--- src/rtl/regfile_burst_writer.sv ---
// rtl/regfile_burst_writer.sv - burst command + data stream to single-cycle register-file writes
// Addresses auto-increment modulo DEPTH; every accepted beat becomes one registered write.
module regfile_burst_writer #(
  parameter int DATA_W = 8,
  parameter int ADDR_W = 8,
  parameter int DEPTH  = 8,
  parameter int LEN_W  = 4
) (
  input  logic              clock,
  input  logic              reset,
  input  logic              i_cmd_valid,
  output logic              o_cmd_ready,
  input  logic [ADDR_W-1:0] i_cmd_addr,
  input  logic [LEN_W-1:0]  i_cmd_len,
  input  logic              i_in_valid,
  output logic              o_in_ready,
  input  logic [DATA_W-1:0] i_in_data,
  output logic              o_out_valid,
  output logic [ADDR_W-1:0] o_out_addr,
  output logic [DATA_W-1:0] o_out_data,
  output logic              o_busy,
  output logic              o_burst_done
);

  localparam int AW = (DEPTH > 1) ? $clog2(DEPTH) : 1;

  typedef enum logic {
    S_IDLE,
    S_BURST
  } state_t;

  state_t            r_state;
  state_t            w_state_next;
  logic [AW-1:0]     r_cur_addr;
  logic [LEN_W-1:0]  r_remaining;
  logic              r_out_valid;
  logic [ADDR_W-1:0] r_out_addr;
  logic [DATA_W-1:0] r_out_data;
  logic              r_burst_done;
  logic              w_cmd_hs;
  logic              w_in_hs;
  logic              w_last_beat;

  // Readies come from state alone; reset only masks them so nothing is taken while it is high.
  assign o_cmd_ready = (r_state == S_IDLE) && !reset;
  assign o_in_ready  = (r_state == S_BURST) && !reset;
  assign o_busy      = (r_state == S_BURST) && !reset;

  assign w_cmd_hs    = i_cmd_valid && o_cmd_ready;
  assign w_in_hs     = i_in_valid && o_in_ready;
  assign w_last_beat = (r_remaining == '0);

  always_ff @(posedge clock) begin
    if (reset) begin
      r_state <= S_IDLE;
    end else begin
      r_state <= w_state_next;
    end
  end

  always_comb begin
    w_state_next = r_state;
    case (r_state)
      S_IDLE:  if (w_cmd_hs) w_state_next = S_BURST;
      S_BURST: if (w_in_hs && w_last_beat) w_state_next = S_IDLE;
      default: w_state_next = S_IDLE;
    endcase
  end

  always_ff @(posedge clock) begin
    if (reset) begin
      r_cur_addr   <= '0;
      r_remaining  <= '0;
      r_out_valid  <= 1'b0;
      r_out_addr   <= '0;
      r_out_data   <= '0;
      r_burst_done <= 1'b0;
    end else begin
      r_out_valid  <= w_in_hs;
      r_burst_done <= w_in_hs && w_last_beat;
      if (w_cmd_hs) begin
        r_cur_addr  <= AW'(i_cmd_addr % DEPTH);
        r_remaining <= i_cmd_len;
      end
      if (w_in_hs) begin
        r_out_addr  <= ADDR_W'(r_cur_addr);
        r_out_data  <= i_in_data;
        r_cur_addr  <= r_cur_addr + 1'b1;
        r_remaining <= r_remaining - 1'b1;
      end
    end
  end

  assign o_out_valid  = r_out_valid;
  assign o_out_addr   = r_out_addr;
  assign o_out_data   = r_out_data;
  assign o_burst_done = r_burst_done;

endmodule

--- config.mk ---
export PLATFORM = sky130hd
export DESIGN_NAME = regfile_burst_writer
export DESIGN_NICKNAME = d
export VERILOG_FILES = /design/src/rtl/regfile_burst_writer.sv
export SDC_FILE = /design/constraint.sdc
export NUM_CORES = 1
export LEC_CHECK = 0
export ABC_AREA = 1
export ABC_CLOCK_PERIOD_IN_PS = 1000
export BUFFER_PORTS_ARGS = -buffer_cell sky130_fd_sc_hd__buf_2
export CAP_MARGIN = 20
export CORE_UTILIZATION = 41
export DETAILED_ROUTE_END_ITERATION = 7
export PLACE_DENSITY_LB_ADDON = 0.2
export SETUP_SLACK_MARGIN = 0.5
export SLEW_MARGIN = 20
export SYNTH_ARGS = -nofsm -noshare
export SYNTH_HDL_FRONTEND = slang
export SYNTH_SLANG_ARGS = --single-unit
--- constraint.sdc ---
create_clock -name clock -period 1 [get_ports clock]
set_input_delay 0.1 -clock clock [delete_from_list [all_inputs] [get_ports clock]]
set_output_delay 0.1 -clock clock [all_outputs]
set_load 0.01 [all_outputs]
==> impl_metrics.ini <==
[clocking]
clkTransAtPathRegs_ns = 0.11
cts_inserted_buffers = 3
cts.sinks = 21
cts-root-buf = clkbuf_4
clk_latency_ns = 0.29
cts_max_level = 1
clockBufferDepth = 2
cts_tree = done

[sta]
hold_viol = 2
max_freq_mhz = 903
finClkSkew_ns = 0.00585
grt_setup_unrepaired = yes
setup_violations = 21
drv_slew = 0
whs_ns = -0.00602
period_needed_ns = 1.11
setup_ws_ns = -0.107
period_share_pct = 111

[finish]
diodes = 0
final_nets = 208
area_growth_pct = 55.5
design_area_um2 = 1530
drive_gt1_share_pct = 52.8
fin_util_pct = 68.3

[placement]
place_ws_ns = -0.0899
place_hpwl_um = 1500
numPortBuffers = 34
gp_congestion = 0.803
place_area_um2 = 1230

[route]
dr.pass1.iters = 4
drt-total-wl_um = 2360
ant_nets = 0
vias = 965
drt-initial-drc-count = 10
viasPerCell = 4.64
drc = 0
wl_per_cell_um = 11.3

[worst_setup_path]
crit_type = reg2out
setup.worst_path.start_class = flip-flop
crit_arrival_ns = 1.01
crit_start = r_state
worstSetupEndpointType = output pin
path_max_fanout = 5
cp.required_ns = 0.90
rr_startpoint = r_state

[logic_synthesis]
synthCells = 128
synth_common_cells = 36 x nand2_1, 21 x dfxtp_1, 16 x nand3_1
yosysTopAreaCell = dfxtp_1
netlist_top_cells_area = dfxtp_1 43%, nand2_1 14%, nand3_1 8.2%
synth_cell_types = 23
yosysWarningCount = 0
synth_edf_count = 0
synth_top_area_share_pct = 42.9
synth_ff_type = dfxtp_1
avgSynthCellArea_um2 = 7.66
ys_ff_latch = 21
async_reset_ff_share_pct = 0
synth_area_um2 = 981
ys_seq_area_share_pct = 42.9
synth_most_common_cell = nand2_1

[floorplanning]
pin_count = 45
core.rowCount = 17
core_area_um2 = 2230
die_x_um = 50.9
initial_utilization_pct = 43.9
dieArea_um2 = 2590
die_height_um = 50.9

[grt]
grt_overflow_total = 0
grt_pass1_wl_um = 3980
antenna_found_initial = 0
grt_usage_pct = 20.4
grt_pass1_vias = 939
grt_max_degree = 12

[run]
cap_violations = 0

[power]
p_total_mw = 1.87
peakVddDrop_v = 0.000983
powerDensity_nw_per_um2 = 1220
power.leakage_nw = 0.776

[hold_path]
holdCritStartpoint = i_in_data[7]
hold_class = in2reg

[outcome]
violations = negative hold slack, negative setup slack
status = finished with violations
-- final cells by class --
cell class,instances,area (um2)
clock buffer,4,26.3
fill,189,708
inverter,15,66.3
multi-input combinational,88,552
sequential,21,442
tap,28,35.0
timing repair buffer,52,404
-- state kept, by name (all words and copies together) (netlist names) --
name and count:
o_burst_done 1, o_out_data 8, o_out_valid 1, r_cur_addr 3, o_out_addr 3, r_state 1, r_remaining 4
-- cells in the final DEF, fill, tap and decap left out, types with 3 or more instances in the layout --
master,instances
clkbuf_4,3
a21oi_1,3
nand3_1,14
nand3_4,3
dfxtp_1,6
buf_6,19
o21ai_1,3
dfxtp_2,14
nand2_1,32
o21ai_2,3
inv_1,9
conb_1,5
inv_2,3
buf_2,23
nor2_1,4
buf_4,10
nand2_2,4
-- what timing repair did --
action	CTS	global route
endpoints found under the hold margin	7	3
gates resized for setup	50	2
buffers inserted	6	0
pin swaps	8	1
endpoints found under the setup margin	37	37
gates cloned	3	0
-- worst max-delay path: stages, from the launching register on --
cell	delay (ns)
dfxtp_4	0.39
nor2_4	0.13
buf_6	0.11
buf_6	0.09
-- per-layer routing --
metal | vias up | GRT usage, % | share of wire, %
li1 | 503 | - | -
met1 | 426 | 22.7 | 43
met2 | 34 | 39.3 | 51
met3 | 2 | 2.98 | 5.7
met4 | 0 | 5.56 | 0.68
met5 | - | 0 | 0
-- through the flow --
step                setup TNS (ns)  instances
CTS                          -1.17        208
finish                       -1.31        208
global route                 -2.59        208
global placement            -0.548        195
detailed placement          -0.900        195
floorplan                        0        132
-- report_power, final --
part	internal (mW)	switching [mW]	leakage, nW
Sequential	0.903	0.0470	0.178
Clock	0.155	0.240	0.0150
Combinational	0.258	0.263	0.583
Total	1.32	0.549	0.776
-- logic make-up after synthesis --
family	Yosys count	share of synthesized area [%]
simple gates	62	29.5
buf+inv	25	14.2
flops	21	42.9
compound gates	14	7.53
fa+ha+maj	3	3.83
xor+xnor	2	1.79
other cells	1	0.382
-- worst paths after layout --
check	endpoint	slack, ns	depth (start not counted)
worst max-delay path	o_cmd_ready	-0.11	3
worst min-delay path	o_out_data[7]	-0.006	3
worst max register to register	r_remaining[1]	-0.09	7
worst min register to register	o_out_data[6]	0.47	2
No activity file was read; power rests on OpenSTA's default activity.
